### config.mk
export PLATFORM = sky130hd
export DESIGN_NAME = int_controller
export DESIGN_NICKNAME = d
export VERILOG_FILES = /design/src/rtl/intc_pkg.sv /design/src/rtl/intc_edge_sync.sv /design/src/rtl/int_controller.sv
export SDC_FILE = /design/constraint.sdc
export NUM_CORES = 1
export LEC_CHECK = 0
export CORE_ASPECT_RATIO = 2
export CORE_MARGIN = 3
export CORE_UTILIZATION = 35
export DETAILED_ROUTE_END_ITERATION = 6
export GPL_ROUTABILITY_DRIVEN = 1
export PLACE_DENSITY = 0.63
export SLEW_MARGIN = 20
export SYNTH_ARGS = -nofsm -noshare
export SYNTH_HDL_FRONTEND = slang
export SYNTH_SLANG_ARGS = --single-unit
### constraint.sdc
create_clock -name CLK -period 1.8 [get_ports CLK]
set_input_delay 0.45 -clock CLK [delete_from_list [all_inputs] [get_ports CLK]]
set_output_delay 0.45 -clock CLK [all_outputs]
set_load 0.1 [all_outputs]
### src/rtl/intc_pkg.sv
// intc_pkg: shared types and port map for the RAT MCU interrupt controller.
package intc_pkg;

  typedef enum logic [1:0] {
    IDLE     = 2'd0,
    PULSE    = 2'd1,
    WAIT_ACK = 2'd2
  } intc_state_t;

  localparam logic [7:0] STATUS_ID = 8'h30;
  localparam logic [7:0] CAUSE_ID  = 8'h31;
  localparam logic [7:0] ENABLE_ID = 8'h82;
  localparam logic [7:0] ACK_ID    = 8'h83;

  // Index of the lowest set bit; bit 0 has the highest priority.
  function automatic logic [2:0] lowest_set(input logic [7:0] vec);
    logic [2:0] idx;
    idx = 3'd0;
    for (int i = 7; i >= 0; i--) begin
      if (vec[i]) idx = 3'(i);
    end
    return idx;
  endfunction

endpackage

### src/rtl/intc_edge_sync.sv
// intc_edge_sync: brings one asynchronous request line into the CLK domain
// and emits a single-cycle pulse for each rising edge seen on it.
module intc_edge_sync
  import intc_pkg::*;
(
  input  logic CLK,
  input  logic RST_N,
  input  logic irq,
  output logic rise
);

  logic sync1;
  logic sync2;
  logic sync3;

  // Two metastability flops followed by one history flop for edge detection
  always_ff @(posedge CLK or negedge RST_N) begin
    if (!RST_N) begin
      sync1 <= 1'b0;
      sync2 <= 1'b0;
      sync3 <= 1'b0;
    end else begin
      sync1 <= irq;
      sync2 <= sync1;
      sync3 <= sync2;
    end
  end

  assign rise = sync2 & ~sync3;

endmodule

### src/rtl/int_controller.sv
// int_controller: collects up to 8 request lines, latches their rising edges
// as pending bits and serves them one at a time by lowest index, driving one
// INTR pulse per served request. Enable/ack are written and status/cause read
// over the MCU port bus.
// Optional feature: define INTC_TIMEOUT_EN to re-pulse INTR for the same cause
// after ACK_TIMEOUT cycles in WAIT_ACK without an ack; when undefined WAIT_ACK
// waits indefinitely.
module int_controller
  import intc_pkg::*;
#(
  parameter int N_SRC       = 4,
  parameter int PULSE_LEN   = 4,
  parameter int ACK_TIMEOUT = 1024
) (
  input  logic             CLK,
  input  logic             RST_N,
  input  logic [N_SRC-1:0] IRQ,
  input  logic [7:0]       PORT_ID,
  input  logic [7:0]       OUT_PORT,
  input  logic             IO_STRB,
  output logic [7:0]       IN_DATA,
  output logic             IN_SEL,
  output logic             INTR
);

  localparam int PCNT_W = (PULSE_LEN > 2) ? $clog2(PULSE_LEN) : 1;
  localparam logic [PCNT_W-1:0] PULSE_LAST = PCNT_W'(PULSE_LEN - 1);

  if (N_SRC < 1 || N_SRC > 8 || PULSE_LEN < 2 || ACK_TIMEOUT < 1) begin : g_bad_params
    $error("int_controller: illegal parameter set");
  end

  if (N_SRC < 8) begin : g_unused
    logic unused_out_bits;
    assign unused_out_bits = ^OUT_PORT[7:N_SRC];
  end

  logic [N_SRC-1:0] rise;
  logic [N_SRC-1:0] pending_q;
  logic [N_SRC-1:0] enable_q;
  logic [N_SRC-1:0] ack_mask;
  logic [7:0]       pending8;
  logic [7:0]       req8;
  logic             enable_wr;
  logic             ack_wr;
  logic             busy;

  intc_state_t       state_q;
  intc_state_t       state_d;
  logic [2:0]        cause_q;
  logic [2:0]        cause_d;
  logic [PCNT_W-1:0] pcnt_q;
  logic [PCNT_W-1:0] pcnt_d;
  logic              intr_q;
  logic              intr_d;

`ifdef INTC_TIMEOUT_EN
  localparam int WCNT_W = $clog2(ACK_TIMEOUT + 1);
  localparam logic [WCNT_W-1:0] TIMEOUT_LAST = WCNT_W'(ACK_TIMEOUT - 1);
  logic [WCNT_W-1:0] wcnt_q;
  logic [WCNT_W-1:0] wcnt_d;
`endif

  for (genvar i = 0; i < N_SRC; i++) begin : g_src
    intc_edge_sync u_sync (
      .CLK   (CLK),
      .RST_N (RST_N),
      .irq   (IRQ[i]),
      .rise  (rise[i])
    );
  end

  assign enable_wr = IO_STRB && (PORT_ID == ENABLE_ID);
  assign ack_wr    = IO_STRB && (PORT_ID == ACK_ID);
  assign ack_mask  = ack_wr ? OUT_PORT[N_SRC-1:0] : '0;

  // Pending bits: a fresh edge wins over an ack landing in the same cycle
  always_ff @(posedge CLK or negedge RST_N) begin
    if (!RST_N) begin
      pending_q <= '0;
    end else begin
      pending_q <= (pending_q & ~ack_mask) | rise;
    end
  end

  // Enable register; masked sources keep latching but never raise INTR
  always_ff @(posedge CLK or negedge RST_N) begin
    if (!RST_N) begin
      enable_q <= '0;
    end else if (enable_wr) begin
      enable_q <= OUT_PORT[N_SRC-1:0];
    end
  end

  // Widen pending/request vectors to the 8-bit bus and priority-encoder width
  always_comb begin
    pending8 = '0;
    req8     = '0;
    pending8[N_SRC-1:0] = pending_q;
    req8[N_SRC-1:0]     = pending_q & enable_q;
  end

  // Serving FSM state, latched cause, pulse counter and registered INTR
  always_ff @(posedge CLK or negedge RST_N) begin
    if (!RST_N) begin
      state_q <= IDLE;
      cause_q <= '0;
      pcnt_q  <= '0;
      intr_q  <= 1'b0;
`ifdef INTC_TIMEOUT_EN
      wcnt_q  <= '0;
`endif
    end else begin
      state_q <= state_d;
      cause_q <= cause_d;
      pcnt_q  <= pcnt_d;
      intr_q  <= intr_d;
`ifdef INTC_TIMEOUT_EN
      wcnt_q  <= wcnt_d;
`endif
    end
  end

  // Next state: cause is latched only when leaving IDLE, so enable changes
  // during service cannot redirect it; WAIT_ACK leaves only on the ack
  always_comb begin
    state_d = state_q;
    cause_d = cause_q;
    pcnt_d  = pcnt_q;
`ifdef INTC_TIMEOUT_EN
    wcnt_d  = wcnt_q;
`endif
    unique case (state_q)
      IDLE: begin
        if (req8 != 8'h00) begin
          state_d = PULSE;
          cause_d = lowest_set(req8);
          pcnt_d  = PULSE_LAST;
        end
      end
      PULSE: begin
        if (pcnt_q == '0) begin
          state_d = WAIT_ACK;
`ifdef INTC_TIMEOUT_EN
          wcnt_d  = '0;
`endif
        end else begin
          pcnt_d = pcnt_q - 1'b1;
        end
      end
      WAIT_ACK: begin
        if (!pending8[cause_q]) begin
          state_d = IDLE;
        end
`ifdef INTC_TIMEOUT_EN
        else if (wcnt_q == TIMEOUT_LAST) begin
          state_d = PULSE;
          pcnt_d  = PULSE_LAST;
        end else begin
          wcnt_d = wcnt_q + 1'b1;
        end
`endif
      end
      default: begin
        state_d = IDLE;
      end
    endcase
    intr_d = (state_d == PULSE);
  end

  assign busy = (state_q != IDLE);
  assign INTR = intr_q;

  // Read mux; IN_SEL steers the wrapper's input mux to this block
  always_comb begin
    IN_DATA = 8'h00;
    IN_SEL  = 1'b0;
    if (PORT_ID == STATUS_ID) begin
      IN_DATA = pending8;
      IN_SEL  = 1'b1;
    end else if (PORT_ID == CAUSE_ID) begin
      IN_DATA = {busy, 4'b0000, cause_q};
      IN_SEL  = 1'b1;
    end
  end

endmodule
Yosys cells after proc, flatten, opt, wreduce, memory -nomap -nowiden --
Index checks and enable logic that the tools add are counted. W data, S select, Z words.
Word-level totals: register bits 28, input bits 23, output and inout bits 10, logic and storage cells 68
Operators by class: add/subtract/negate cells 1, order comparisons 1, eq/ne operators 9, multiplexer cells 18, bitwise logic cells 12, reductions and logical operators 9
Operator list (count):
- $eq A8 B6 Y1 const B | 2
- $eq A8 B8 Y1 const B | 2
- $mux W8 | 2
- $mux W2 | 6
- $mux W3 | 3
- $and A4 B4 Y4 | 2
- $reduce_bool A8 Y1 | 1
- $pmux W2 S3 | 1
- $and A1 B1 Y1 | 4
- $eq A2 B1 Y1 const B | 2
- $logic_not A2 Y1 | 2
- $lt A3 B4 Y1 const B | 1
- $mux W4 | 1
- $ne A2 B2 Y1 const B | 2
- $not A1 Y1 | 4
- $not A4 Y4 | 1
- $or A4 B4 Y4 | 1
- $pmux W2 S2 | 1
- $reduce_bool A2 Y1 | 2
- $bmux W1 S3 | 1
- $mux W1 | 3
- $reduce_and A3 Y1 | 1
- $eq A2 B2 Y1 const B | 1
- $logic_and A1 B1 Y1 | 2
- 2 further kinds | 2

Longest topological paths before layout --
Gate-level depths: netlist of the first run.
depth in word-level cells 6, depth in mapped cells 6, depth with buffers taken out 6

By module --
A second synthesis of the first run with hierarchy kept.
Second synthesis, totals: cell total of the unflattened synthesis 91, area total of the unflattened synthesis 1178.6 µm²
By module, submodules not included:
- int_controller | instances 1, cells an instance 75, area an instance 823.3 µm², sequential area each 375.4 µm²
- intc_edge_sync | instances 4, cells an instance 4, area an instance 88.8 µm², sequential area each 75.1 µm²

Worst setup path after synthesis of the first run --
Ideal clock, no wire load.
path kind input-to-output, start input port PORT_ID[7], end output port IN_DATA[2], data arrival time 3.060 ns, required time 1.350 ns, path slack -1.710 ns, cell stages on the path 3, path buffers 0, cell sequence and4bb_2 -> nand2_1 -> nor3b_1
Between the ends: word-level cells in the longest chain between the ends 3, elaborated cells between the ends (all ways) 4, classes of those cells eq/ne (2); mux (2)
RTL lines:
- start: declaration | line int_controller.sv:18 | input logic [7:0] PORT_ID,
- $eq A8 B6 Y1 | line int_controller.sv:181 | end else if (PORT_ID == CAUSE_ID) begin
- $mux W8 | line int_controller.sv:181
- $mux W8 (*) | line int_controller.sv:178 | if (PORT_ID == STATUS_ID) begin
- end: declaration | line int_controller.sv:21 | output logic [7:0] IN_DATA,
Mark *: on every way between the ends. The rest lies on a longest branch, timed or not.

Worst setup path after layout of the first run --
start input port PORT_ID[1], end output port IN_DATA[2]
The elaborated chain is that of the path after synthesis.

==> results.sh, run 1 <==
export IMPL_grt_remaining_overflow=0
export IMPL_drv_slew=0
export IMPL_chipWidth_um=46.1
export IMPL_die_area_um2=3980
export IMPL_irDropWorstVdd_mv=0.697
export IMPL_power_frac_seq=0.474
export IMPL_fmax_mhz=545
export IMPL_power_density_nw_per_um2=1040
export IMPL_yosys_area_top_type="dfrtp_1"
export IMPL_via_per_inst=5.19
export IMPL_cts_buffers=3
export IMPL_grt_total_usage=0.126
export IMPL_drive_gt1_frac=0.315
export IMPL_rsz0062_at_grt="yes"
export IMPL_grt_max_degree=28
export IMPL_ioPinCount=33
export IMPL_place_gp_congestion=0.744
export IMPL_comb_power_share=0.328
export IMPL_synth_area_leaders="dfrtp_1 60%, a22o_1 6.2%, mux2_2 5.0%"
export IMPL_critical_path_class="primary input to output port"
export IMPL_startpoint_type="primary input"
export IMPL_cts_tree="done"
export IMPL_yosysSeqAreaShare=0.599
export IMPL_synth_area_um2=1130
export IMPL_clock_root_buffer="clkbuf_8"
export IMPL_grt_pass1_vias=849
export IMPL_synth_distinct_cells=27
export IMPL_cts_hold_buffers=0
export IMPL_synth_cells=92
export IMPL_synth_xor_area_frac=0
export IMPL_synth_top_cell_area_share=0.599
export IMPL_drt_iter0_markers=4
export IMPL_layout_nets=149
export IMPL_start_util=0.374
export IMPL_grt_pass1_wl_mm=3.78
export IMPL_fin_ws_ns=-0.0364
export IMPL_hold_viol_final=0
export IMPL_fin_worst_skew_ns=0.00617
export IMPL_finalSetupViolCount=3
export IMPL_diodes=0
export IMPL_status="complete, but fails checks"
export IMPL_dp_hpwl_mm=1.68
export IMPL_antenna_found_initial=0
export IMPL_drt_pass1_iter_count=3
export IMPL_final_cell_mix="27 x dfrtp_1, 10 x clkdlybuf4s50_1, 8 x a22o_1"
export IMPL_ant_nets=0
export IMPL_drt_wl_total_mm=2.04
export IMPL_cts_sinks=27
export IMPL_cp_max_fo=6
export IMPL_maxCapViolCount=0
export IMPL_end_kind="output port"
export IMPL_path_clk_slew_ns=0.09
export IMPL_ys_seq_elements=27
export IMPL_power_switching_share=0.331
export IMPL_hold_class="flop to flop"
export IMPL_synth_simple_area_share=0.141
export IMPL_worstPathRequired_ns=1.35
export IMPL_cp_arrival_ns=1.39
export IMPL_synth_top_family_by_area="simple AND/OR/NAND/NOR gates"
export IMPL_violations="setup timing"
export IMPL_syn_avg_cell_area_um2=12.3
export IMPL_final_min_clock_period_ns=1.84
export IMPL_period_share=1.02
export IMPL_utilization=0.525
export IMPL_portBuffers=25
export IMPL_p_leak_uw=0.000734
export IMPL_cts_max_path_buffers=2
export IMPL_p_int_uw=1100
export IMPL_synth_fa_ha_area_frac=0.0111
export IMPL_avgRoutedWirePerCell_um=13.2
export IMPL_core_area_um2=3010
export IMPL_syn2layout_area_growth_pct=40.3
export IMPL_synth_compound_area_frac=0.0999
export IMPL_synth_mux_area_frac=0.0977
export IMPL_netSwitchingPower_uw=545
export IMPL_dieHeight_um=86.3
export IMPL_final_common_cell="dfrtp_1"
export IMPL_clk_latency_ns=0.26
export IMPL_num_vias=800
export IMPL_whs_ns=0.358
export IMPL_htree_levels=1
export IMPL_drc=0
export IMPL_row_count=28
export IMPL_ys_warnings_count=0
export IMPL_clock_power_share=0.198
==> what timing repair did <==
action,4_1_cts,5_1_grt
resized for setup,34,0
setup buffers,1,0
setup endpoints to repair,10,6
pin swaps,5,0
cloned,0,0
==> state kept, by name (all words and copies together) (netlist names) <==
name                flops
INTR                    1
cause_q                 2
enable_q                4
g_src.u_sync.sync1      4
g_src.u_sync.sync2      4
g_src.u_sync.sync3      4
pcnt_q                  2
pending_q               4
state_q                 2
==> layer usage <==
metal / GRT usage / up-vias / share of wire
met5: 0 / - / 0
met2: 0.221 / 15 / 0.59
met3: 0.0249 / 2 / 0.034
met1: 0.150 / 403 / 0.37
met4: 0.0311 / 0 / 0.0074
li1: - / 380 / -
==> synth_stat cells <==
master / instances
and4_1: 1
buf_2: 1
conb_1: 1
a32oi_1: 1
inv_1: 7
mux4_2: 1
ha_1: 1
nor3_1: 1
mux2_1: 1
and4bb_2: 1
nand3_1: 1
a2bb2oi_1: 1
nor3b_1: 4
mux2i_1: 2
and2_1: 3
a21oi_1: 4
buf_4: 3
mux2_2: 5
nor2_1: 5
nor3_2: 1
nand2_1: 8
nand3b_1: 1
dfrtp_1: 27
a22o_1: 8
o21ai_0: 1
or2_1: 1
nor2_2: 1
==> per-stage QoR <==
step | area (µm²) | total power, µW | TNS, ns | std cells | setup WS (ns)
global placement | 1540 | 1320 | -3.87 | 149 | -0.400
global route | 1580 | 1760 | -0.318 | 154 | -0.0924
CTS | 1580 | 1670 | -0.114 | 154 | -0.0416
finish | 1580 | 1650 | -0.0872 | 154 | -0.0364
detailed placement | 1540 | 1340 | -4.32 | 149 | -0.434
floorplan | 1180 | 1160 | -1.89 | 94 | -0.380
==> worst paths after layout <==
path | start | endpoint | slack, ns | cells past startpoint
worst max-delay path | PORT_ID[1] | IN_DATA[2] | -0.04 | 5
worst min-delay path | g_src[1].u_sync.sync1 | g_src[1].u_sync.sync2 | 0.36 | 0
worst max register to register | pending_q[0] | cause_q[0] | 0.40 | 4
worst min register to register | g_src[1].u_sync.sync1 | g_src[1].u_sync.sync2 | 0.36 | 0
max in group asynchronous | RST_N | cause_q[1] | 0.99 | 2
min in group asynchronous | RST_N | g_src[2].u_sync.sync3 | 0.55 | 2
==> cells by family (layout without fill, tap and decap cells) <==
kind of cell               after synthesis  after routing
other                                    1              3
AOI/OAI and AO/OA                       15             15
muxes                                    9              9
and+or+nand+nor                         28             28
DFF                                     27             27
adders and majority gates                1              1
buffers and inverters                   11             41
==> power groups by stage <==
| stage | registers [µW] | clock network (µW) | logic [µW] |
|---|---|---|---|
| 2_1_floorplan | 854 | 0 | 310 |
| 3_3_place_gp | 791 | 0 | 530 |
| 3_5_place_dp | 794 | 0 | 547 |
| 4_1_cts | 781 | 341 | 546 |
| 5_1_grt | 795 | 370 | 594 |
| 6_report | 780 | 326 | 539 |
==> final cells by class <==
class,instances,area (µm²)
fill,271,1430
tap,30,37.5
sequential,27,676
clock buffer,3,41.3
inverter,7,26.3
multi-input combinational,56,458
clock inverter,1,5.00
timing repair buffer,30,338
==> worst max-delay path, stage by stage <==
cell and delay, ns:
buf_6 0.09, and4bb_2 0.31, nand2_4 0.10, nor3b_4 0.23, buf_12 0.20
No activity file was read; power rests on OpenSTA's default activity.
==> inputs of run 2 (changes only) <==
--- a/config.mk
+++ b/config.mk
@@ -11,6 +11,7 @@
 export DETAILED_ROUTE_END_ITERATION = 6
 export GPL_ROUTABILITY_DRIVEN = 1
 export PLACE_DENSITY = 0.63
+export SKIP_CTS_REPAIR_TIMING = 1
 export SLEW_MARGIN = 20
 export SYNTH_ARGS = -nofsm -noshare
 export SYNTH_HDL_FRONTEND = slang
==> run 2 against run 1 <==
Net effect:
- highest routed layer unchanged
- flip-flop and latch count did not move
- clock skew barely moved
- register-to-register slack barely moved
- clock power barely moved
- the run still ends with setup timing left
- die area did not move
- sequential share of layout area fell by 0.63 points
- routed wire length rose by 0.93%
- via count fell by 0.75%
- first-iteration DRC count fell by 25%
- clock-buffer cell count did not move
==> results.sh, run 2 (synthesis gave the netlist of run 1 again) <==
export IMPL_status="complete, but fails checks"
export IMPL_violations="setup timing"
export IMPL_core_area_um2=3010
export IMPL_end_kind="output port"
export IMPL_power_density_nw_per_um2=1030
export IMPL_whs_ns=0.358
export IMPL_final_common_cell="dfrtp_1"
export IMPL_start_util=0.374
export IMPL_cts_max_path_buffers=2
export IMPL_r2r_end="cause_q[0]"
export IMPL_p_int_uw=1100
export IMPL_cts_buffers=3
export IMPL_via_per_inst=5.16
export IMPL_grt_pass1_vias=840
export IMPL_cp_max_fo=6
export IMPL_p_leak_uw=0.000767
export IMPL_fin_worst_skew_ns=0.00612
export IMPL_total_power_uw=1650
export IMPL_rsz0062_at_grt="yes"
export IMPL_cp_arrival_ns=1.40
export IMPL_comb_power_share=0.329
export IMPL_place_ws_ns=-0.434
export IMPL_cts_sinks=27
export IMPL_ioPinCount=33
export IMPL_fin_ws_ns=-0.0462
export IMPL_worstPathRequired_ns=1.35
export IMPL_place_gp_congestion=0.744
export IMPL_irDropWorstVdd_mv=0.702
export IMPL_dieHeight_um=86.3
export IMPL_power_switching_share=0.331
export IMPL_period_share=1.03
export IMPL_final_min_clock_period_ns=1.85
export IMPL_drt_wl_total_mm=2.06
export IMPL_syn2layout_area_growth_pct=42.4
export IMPL_finalSetupViolCount=3
export IMPL_drc=0
export IMPL_grt_pass1_wl_mm=3.74
export IMPL_clock_root_buffer="clkbuf_8"
export IMPL_avgRoutedWirePerCell_um=13.3
export IMPL_grt_total_usage=0.125
export IMPL_netSwitchingPower_uw=547
export IMPL_die_area_um2=3980
export IMPL_startpoint="PORT_ID[1]"
export IMPL_path_clk_slew_ns=0.09
export IMPL_ant_nets=0
export IMPL_fmax_mhz=542
export IMPL_portBuffers=25
export IMPL_row_count=28
export IMPL_r2r_start="pending_q[0]"
export IMPL_crit_end="IN_DATA[3]"
export IMPL_layout_nets=149
export IMPL_clock_power_share=0.197
export IMPL_drv_slew=0
export IMPL_power_frac_seq=0.474
export IMPL_startpoint_type="primary input"
export IMPL_diodes=0
export IMPL_grt_max_degree=28
export IMPL_num_vias=794
export IMPL_ff2ff_setup_slack_ns=0.40
export IMPL_cts_tree="done"
export IMPL_final_cell_mix="27 x dfrtp_1, 10 x clkdlybuf4s50_1, 8 x a22o_1"
export IMPL_hold_class="flop to flop"
export IMPL_htree_levels=1
export IMPL_drive_gt1_frac=0.298
export IMPL_clk_latency_ns=0.26
export IMPL_hold_viol_final=0
export IMPL_grt_remaining_overflow=0
export IMPL_critical_path_class="primary input to output port"
export IMPL_antenna_found_initial=0
export IMPL_maxCapViolCount=0
export IMPL_drt_iter0_markers=3
export IMPL_utilization=0.533
export IMPL_n_fill_cell=268
export IMPL_drt_pass1_iter_count=3
export IMPL_chipWidth_um=46.1
export IMPL_dp_hpwl_mm=1.68
export IMPL_r2r_cells=4
==> run 2: layout make-up <==
class	count	area (µm²)	area share
Sequential cell	27	676	0.421
Multi-Input combinational cell	56	462	0.288
Timing Repair Buffer	30	358	0.223
Clock buffer	3	41.3	0.0257
Tap cell	30	37.5	0.0234
Inverter	7	26.3	0.0164
Clock inverter	1	5.00	0.00312
==> run 2: critical path: stages <==
cell and delay, ns:
buf_6 0.09, and4bb_2 0.31, nand2_4 0.10, nor3b_4 0.24, buf_12 0.20
==> run 2: per-layer routing <==
layer | vias up | global-route usage | share of wire
li1 | 379 | - | -
met1 | 398 | 0.146 | 0.37
met2 | 15 | 0.221 | 0.59
met3 | 2 | 0.0249 | 0.034
met4 | 0 | 0.0311 | 0.0073
met5 | - | 0 | 0
==> run 2: worst min path at each step <==
| stage | from | to | slack (ns) | cells past startpoint |
|---|---|---|---|---|
| global route | g_src[2].u_sync.sync1 | g_src[2].u_sync.sync2 | 0.36 | 0 |
| detailed placement | g_src[1].u_sync.sync1 | g_src[1].u_sync.sync2 | 0.34 | 0 |
| finish | g_src[1].u_sync.sync1 | g_src[1].u_sync.sync2 | 0.36 | 0 |
| global placement | g_src[0].u_sync.sync1 | g_src[0].u_sync.sync2 | 0.33 | 0 |
| floorplan | RST_N | INTR | 0.15 | 0 |
| CTS | g_src[2].u_sync.sync1 | g_src[2].u_sync.sync2 | 0.36 | 0 |
==> run 2: metrics by stage <==
stage	setup TNS [ns]	instances	area [µm²]
floorplan	-1.89	94	1180
global placement	-3.87	149	1540
detailed placement	-4.32	149	1540
CTS	-2.39	153	1590
global route	-0.343	154	1610
finish	-0.116	154	1610
==> run 2: power groups by stage <==
stage,clock [µW],sequential [µW],combinational (µW)
after floorplan,0,854,310
after global placement,0,791,530
after detailed placement,0,794,547
after CTS,341,781,549
after global routing,370,797,598
final,326,782,544
==> edit 1: new RTL, settings of run 1 <==
Register the inputs `IRQ`, `PORT_ID`, `OUT_PORT` and `IO_STRB` before use, cleared by the reset. The logic sees them one clock later.
--- a/src/rtl/int_controller.sv
+++ b/src/rtl/int_controller.sv
@@ -26,13 +26,32 @@
   localparam int PCNT_W = (PULSE_LEN > 2) ? $clog2(PULSE_LEN) : 1;
   localparam logic [PCNT_W-1:0] PULSE_LAST = PCNT_W'(PULSE_LEN - 1);
 
+  logic [N_SRC-1:0] IRQ_q;
+  logic [7:0] PORT_ID_q;
+  logic [7:0] OUT_PORT_q;
+  logic IO_STRB_q;
+
+  always_ff @(posedge CLK or negedge RST_N) begin
+    if (!RST_N) begin
+      IRQ_q      <= '0;
+      PORT_ID_q  <= '0;
+      OUT_PORT_q <= '0;
+      IO_STRB_q  <= '0;
+    end else begin
+      IRQ_q      <= IRQ;
+      PORT_ID_q  <= PORT_ID;
+      OUT_PORT_q <= OUT_PORT;
+      IO_STRB_q  <= IO_STRB;
+    end
+  end
+
   if (N_SRC < 1 || N_SRC > 8 || PULSE_LEN < 2 || ACK_TIMEOUT < 1) begin : g_bad_params
     $error("int_controller: illegal parameter set");
   end
 
   if (N_SRC < 8) begin : g_unused
     logic unused_out_bits;
-    assign unused_out_bits = ^OUT_PORT[7:N_SRC];
+    assign unused_out_bits = ^OUT_PORT_q[7:N_SRC];
   end
 
   logic [N_SRC-1:0] rise;
@@ -65,14 +84,14 @@
     intc_edge_sync u_sync (
       .CLK   (CLK),
       .RST_N (RST_N),
-      .irq   (IRQ[i]),
+      .irq   (IRQ_q[i]),
       .rise  (rise[i])
     );
   end
 
-  assign enable_wr = IO_STRB && (PORT_ID == ENABLE_ID);
-  assign ack_wr    = IO_STRB && (PORT_ID == ACK_ID);
-  assign ack_mask  = ack_wr ? OUT_PORT[N_SRC-1:0] : '0;
+  assign enable_wr = IO_STRB_q && (PORT_ID_q == ENABLE_ID);
+  assign ack_wr    = IO_STRB_q && (PORT_ID_q == ACK_ID);
+  assign ack_mask  = ack_wr ? OUT_PORT_q[N_SRC-1:0] : '0;
 
   // Pending bits: a fresh edge wins over an ack landing in the same cycle
   always_ff @(posedge CLK or negedge RST_N) begin
@@ -88,7 +107,7 @@
     if (!RST_N) begin
       enable_q <= '0;
     end else if (enable_wr) begin
-      enable_q <= OUT_PORT[N_SRC-1:0];
+      enable_q <= OUT_PORT_q[N_SRC-1:0];
     end
   end
 
@@ -175,10 +194,10 @@
   always_comb begin
     IN_DATA = 8'h00;
     IN_SEL  = 1'b0;
-    if (PORT_ID == STATUS_ID) begin
+    if (PORT_ID_q == STATUS_ID) begin
       IN_DATA = pending8;
       IN_SEL  = 1'b1;
-    end else if (PORT_ID == CAUSE_ID) begin
+    end else if (PORT_ID_q == CAUSE_ID) begin
       IN_DATA = {busy, 4'b0000, cause_q};
       IN_SEL  = 1'b1;
     end
Behaviour: not the same (a bounded check fails within 4 cycles, from zero or initial values and one cycle with RST_N low).
==> edit 1 against run 1 <==
The flow still finishes with violations (negative setup slack). Combinational power is 5.0% lower. Utilization is 3.3 points lower. Non-clock buffer count is 2 higher. Sequential cell count is 17 higher. Routed wire length is 28% higher. Total power is 40% higher. Cell area is 35% higher. Setup slack worse by 0.16 ns. Synthesized area is 40% higher. Critical endpoint unchanged. Largest power group unchanged. Highest routed layer unchanged.
==> edit 1: results (changes against run 1) <==
[power]
peakVddDrop_mv = 0.810  ; +16%
leakage_nw = 0.971  ; +32%

[clock_network]
clock_latency_ns = 0.29  ; +0.03 ns
cts-htree-levels = 2  ; +1
cts_buffers = 5  ; +2
cts_max_path_buffers = 2  ; unchanged

[timing]
fin_ws_ns = -0.194  ; -0.158 ns
fin_tns_setup_ns = -1.08  ; -0.988 ns
fin_worst_skew_ns = 0.00686  ; +0.000691 ns
holdWs_ns = 0.128  ; -0.230 ns
setup_viol = 6  ; +3

[global_route]
grt_pass1_vias = 974  ; +15%
grt_pass1_wl_um = 4390  ; +16%
track_usage_pct = 11.5  ; -1.1 points
grt_max_degree = 25  ; -11%

[final_layout]
largest_reg_flops = 8
fin_cells = 200  ; +30%
drive_above_1_share_pct = 29.5  ; -2.0 points
fill_cells = 422  ; +56%
num-nets-final = 169  ; +13%

[worst_setup_path]
critical_path_arrival_ns = 1.54  ; +0.15 ns
rrSetupSlack_ns = 0.30  ; -0.10 ns
rr_startpoint = PORT_ID_q[3]$_DFF_PN0_
r2r_cells = 5  ; +1
rr_endpoint = enable_q[2]$_DFFE_PN0P_

[placement]
place.gp.congestion = 0.791  ; +6.3%
hpwl_um = 2010  ; +20%
place_ws_ns = 0.0689  ; +0.503 ns
post-place-cells = 188  ; +26%

[logic_synthesis]
synth_compound_area_share_pct = 6.10  ; -3.9 points
synthTopCellsByArea = dfrtp_1 70%, nand2_1 3.1%, mux2_1 2.9%, a22o_1 2.2%, inv_1 1.7%
ys_seq_area_share_pct = 69.7  ; +9.8 points
post_synth_fa_ha_maj_area_fraction_pct = 0.792  ; -0.32 points
ys_types = 33  ; +22%
avgSynthCellArea_um2 = 14.5  ; +18%

[routing]
wl_um = 2610  ; +28%
via_per_inst = 4.69  ; -9.7%

[run_status]
status = complete, but fails checks
violations = negative setup slack

[min_path]
hp-class = in -> async

==> edit 1: logic make-up after synthesis <==
family,Yosys count
buffers and inverters,12
other,1
adders and majority gates,1
and+or+nand+nor,30
DFF,44
AOI/OAI and AO/OA,12
muxes,9
==> edit 1: power breakdown <==
group | internal [mW] | total [mW] | switching [mW] | leakage [nW]
clock | 0.306 | 0.605 | 0.300 | 0.0510
sequential | 1.10 | 1.19 | 0.0909 | 0.513
combinational | 0.229 | 0.512 | 0.283 | 0.407
total | 1.63 | 2.31 | 0.673 | 0.971
==> edit 1: cell type report <==
class | instances | area (um^2) | area share (%)
Inverter | 7 | 26.3 | 1.23
Multi-Input combinational cell | 55 | 477 | 22.3
Tap cell | 54 | 67.6 | 3.17
Clock inverter | 2 | 10.0 | 0.469
Timing Repair Buffer | 32 | 368 | 17.2
Sequential cell | 44 | 1100 | 51.7
Clock buffer | 6 | 82.6 | 3.87
==> edit 1: worst max path at each step <==
stage | from | to | slack (ns) | cells after the start
floorplan | PORT_ID_q[6]$_DFF_PN0_ | IN_DATA[2] | -0.28 | 3
global placement | PORT_ID_q[6]$_DFF_PN0_ | IN_DATA[2] | 0.11 | 4
finish | PORT_ID_q[7]$_DFF_PN0_ | IN_DATA[2] | -0.19 | 4
CTS | PORT_ID_q[7]$_DFF_PN0_ | IN_DATA[7] | -0.21 | 4
global route | PORT_ID_q[7]$_DFF_PN0_ | IN_DATA[7] | -0.26 | 4
detailed placement | PORT_ID_q[6]$_DFF_PN0_ | IN_DATA[2] | 0.07 | 4
==> edit 1: through the flow <==
stage | utilization [%] | area [um^2]
floorplan | - | 1630
global placement | 46.1 | 2000
detailed placement | 46.1 | 2000
CTS | 48.9 | 2120
global route | 49.2 | 2130
finish | 49.2 | 2130
==> edit 1: critical path, cell delays in order (launching register included) <==
cell and delay [ns]:
dfrtp_1 0.38, and4bb_2 0.33, nand2_4 0.11, nor3b_4 0.24
buf_12 0.20
==> edit 1: timing repair <==
item / in CTS / in global routing
endpoints found under the setup margin: 6 / 6
buffers inserted: 3 / 1
hold buffers: 0 / 0
resized for setup: 3 / 1
pin swaps: 3 / 1
==> edit 1: per-layer routing <==
metal | GRT usage (%) | part of all wire (%) | routed length [um]
met5 | 0 | 0 | 0
met2 | 20.6 | 61 | 1580
met3 | 2.67 | 4.9 | 129
met1 | 11.7 | 32 | 848
met4 | 5.91 | 1.8 | 48
==> edit 2: new RTL, config.mk and constraints of run 1 <==
Without the edit above. The parameter `PULSE_LEN` goes from 4 to 2.
--- a/src/rtl/int_controller.sv
+++ b/src/rtl/int_controller.sv
@@ -9,7 +9,7 @@
   import intc_pkg::*;
 #(
   parameter int N_SRC       = 4,
-  parameter int PULSE_LEN   = 4,
+  parameter int PULSE_LEN   = 2,
   parameter int ACK_TIMEOUT = 1024
 ) (
   input  logic             CLK,
Formal check against the unedited RTL: not equivalent (Yosys sat finds a counterexample within 10 cycles, from zero or initial values and one cycle with RST_N low).
==> edit 2 against run 1 <==
First-iteration DRC count increased by 25%. Setup slack better by 0.0018 ns. The flow still finishes with violations (negative setup slack). Synthesized area shrank 4.6%. Routed wire length grew 2.4%. Total power shrank 12%. Register-to-register slack better by 0.02 ns. Cell area down 2.6%. Largest cell class unchanged. Sequential cell count down 1.
==> edit 2: results (changes against run 1) <==
[run_status]
status = complete, but fails checks
violations = negative setup slack

[global_route]
antenna_found_initial = 0  ; unchanged
met1_usage_pct = 11.7  ; -3.3 points
met2_usage_pct = 24.5  ; +2.4 points
grtUsageMet3_pct = 1.72  ; -0.78 points
grt_pass1_vias = 834  ; -1.8%
grt_max_degree = 27  ; -3.6%
track_usage_pct = 12.9  ; +0.25 points

[timing]
fin_tns_setup_ns = -0.0683  ; +0.0190 ns
holdWs_ns = 0.357  ; -0.000391 ns
setup_viol = 2  ; -1
fin_ws_ns = -0.0346  ; +0.00181 ns
fin_worst_skew_ns = 0.00456  ; -0.00161 ns

[routing]
first_pass_iters = 4  ; +1
via_per_inst = 5.08  ; -2.2%
wl_um = 2080  ; +2.4%
routed-wl-met2_um = 1250  ; +4.0%
m1WireLength_um = 658  ; -12%
dr.first_iter.drc_count = 5  ; +1

[logic_synthesis]
synth_common_cells = 26 x dfrtp_1, 10 x o21ai_0, 7 x nand2_1
synthTopCellsByArea = dfrtp_1 60%, o21ai_0 4.7%, mux2_2 4.2%, a311oi_4 2.4%, mux4_1 2.4%
ys_seq_area_share_pct = 60.5  ; +0.53 points
async_flop_share_pct = 100  ; unchanged
syn_inst = 83  ; -9.8%

[worst_setup_path]
rrSetupSlack_ns = 0.42  ; +0.02 ns
r2r_cells = 3  ; -1
endpoint = IN_DATA[2]

[clock_network]
cts_resized = 30  ; -12%
cts_setup_buffers = 0  ; -1

[final_layout]
fin_util_pct = 54.3  ; +1.8 points
drive_above_1_share_pct = 37.6  ; +6.2 points
fill_cells = 279  ; +3.0%
fin_cells = 146  ; -5.2%

[placement]
place.gp.congestion = 0.682  ; -8.3%
post-place-cells = 142  ; -4.7%
place_ws_ns = -0.433  ; +0.000960 ns

[power]
peakVddDrop_mv = 0.610  ; -13%
leakage_nw = 0.692  ; -5.7%

[min_path]
worstHoldEndpoint = g_src[0].u_sync.sync2$_DFF_PN0_
hp-start = g_src[0].u_sync.sync1$_DFF_PN0_

[edit 2: changes by cell type in the layout (fill, tap and decap cells not counted), moves of 3 or more]
cell     before  now
a22o_1        8    0
nor2_1        3    0
o21ai_0       1   10
buf_4         4    7
and2_1        3    0
a21oi_1       4    1
[edit 2: layout make-up]
| class | instances | share of cell area [%] |
|---|---|---|
| sequential | 26 | 42.2 |
| multi-input combinational | 49 | 27.7 |
| timing repair buffer | 32 | 22.7 |
| clock buffer | 4 | 3.57 |
| tap | 29 | 2.36 |
| inverter | 6 | 1.46 |
[edit 2: cell families after synthesis]
group	count (synthesis)	synth area share (%)
flops	26	60.5
mux	8	9.88
buf+inv	10	4.65
compound gates	19	13.5
other cells	1	0.349
simple gates	19	11.2
[edit 2: where the power goes]
part           switching [mW]  internal (mW)  total, mW
combinational           0.189          0.159      0.348
sequential             0.0767          0.658      0.735
clock                   0.164          0.195      0.359
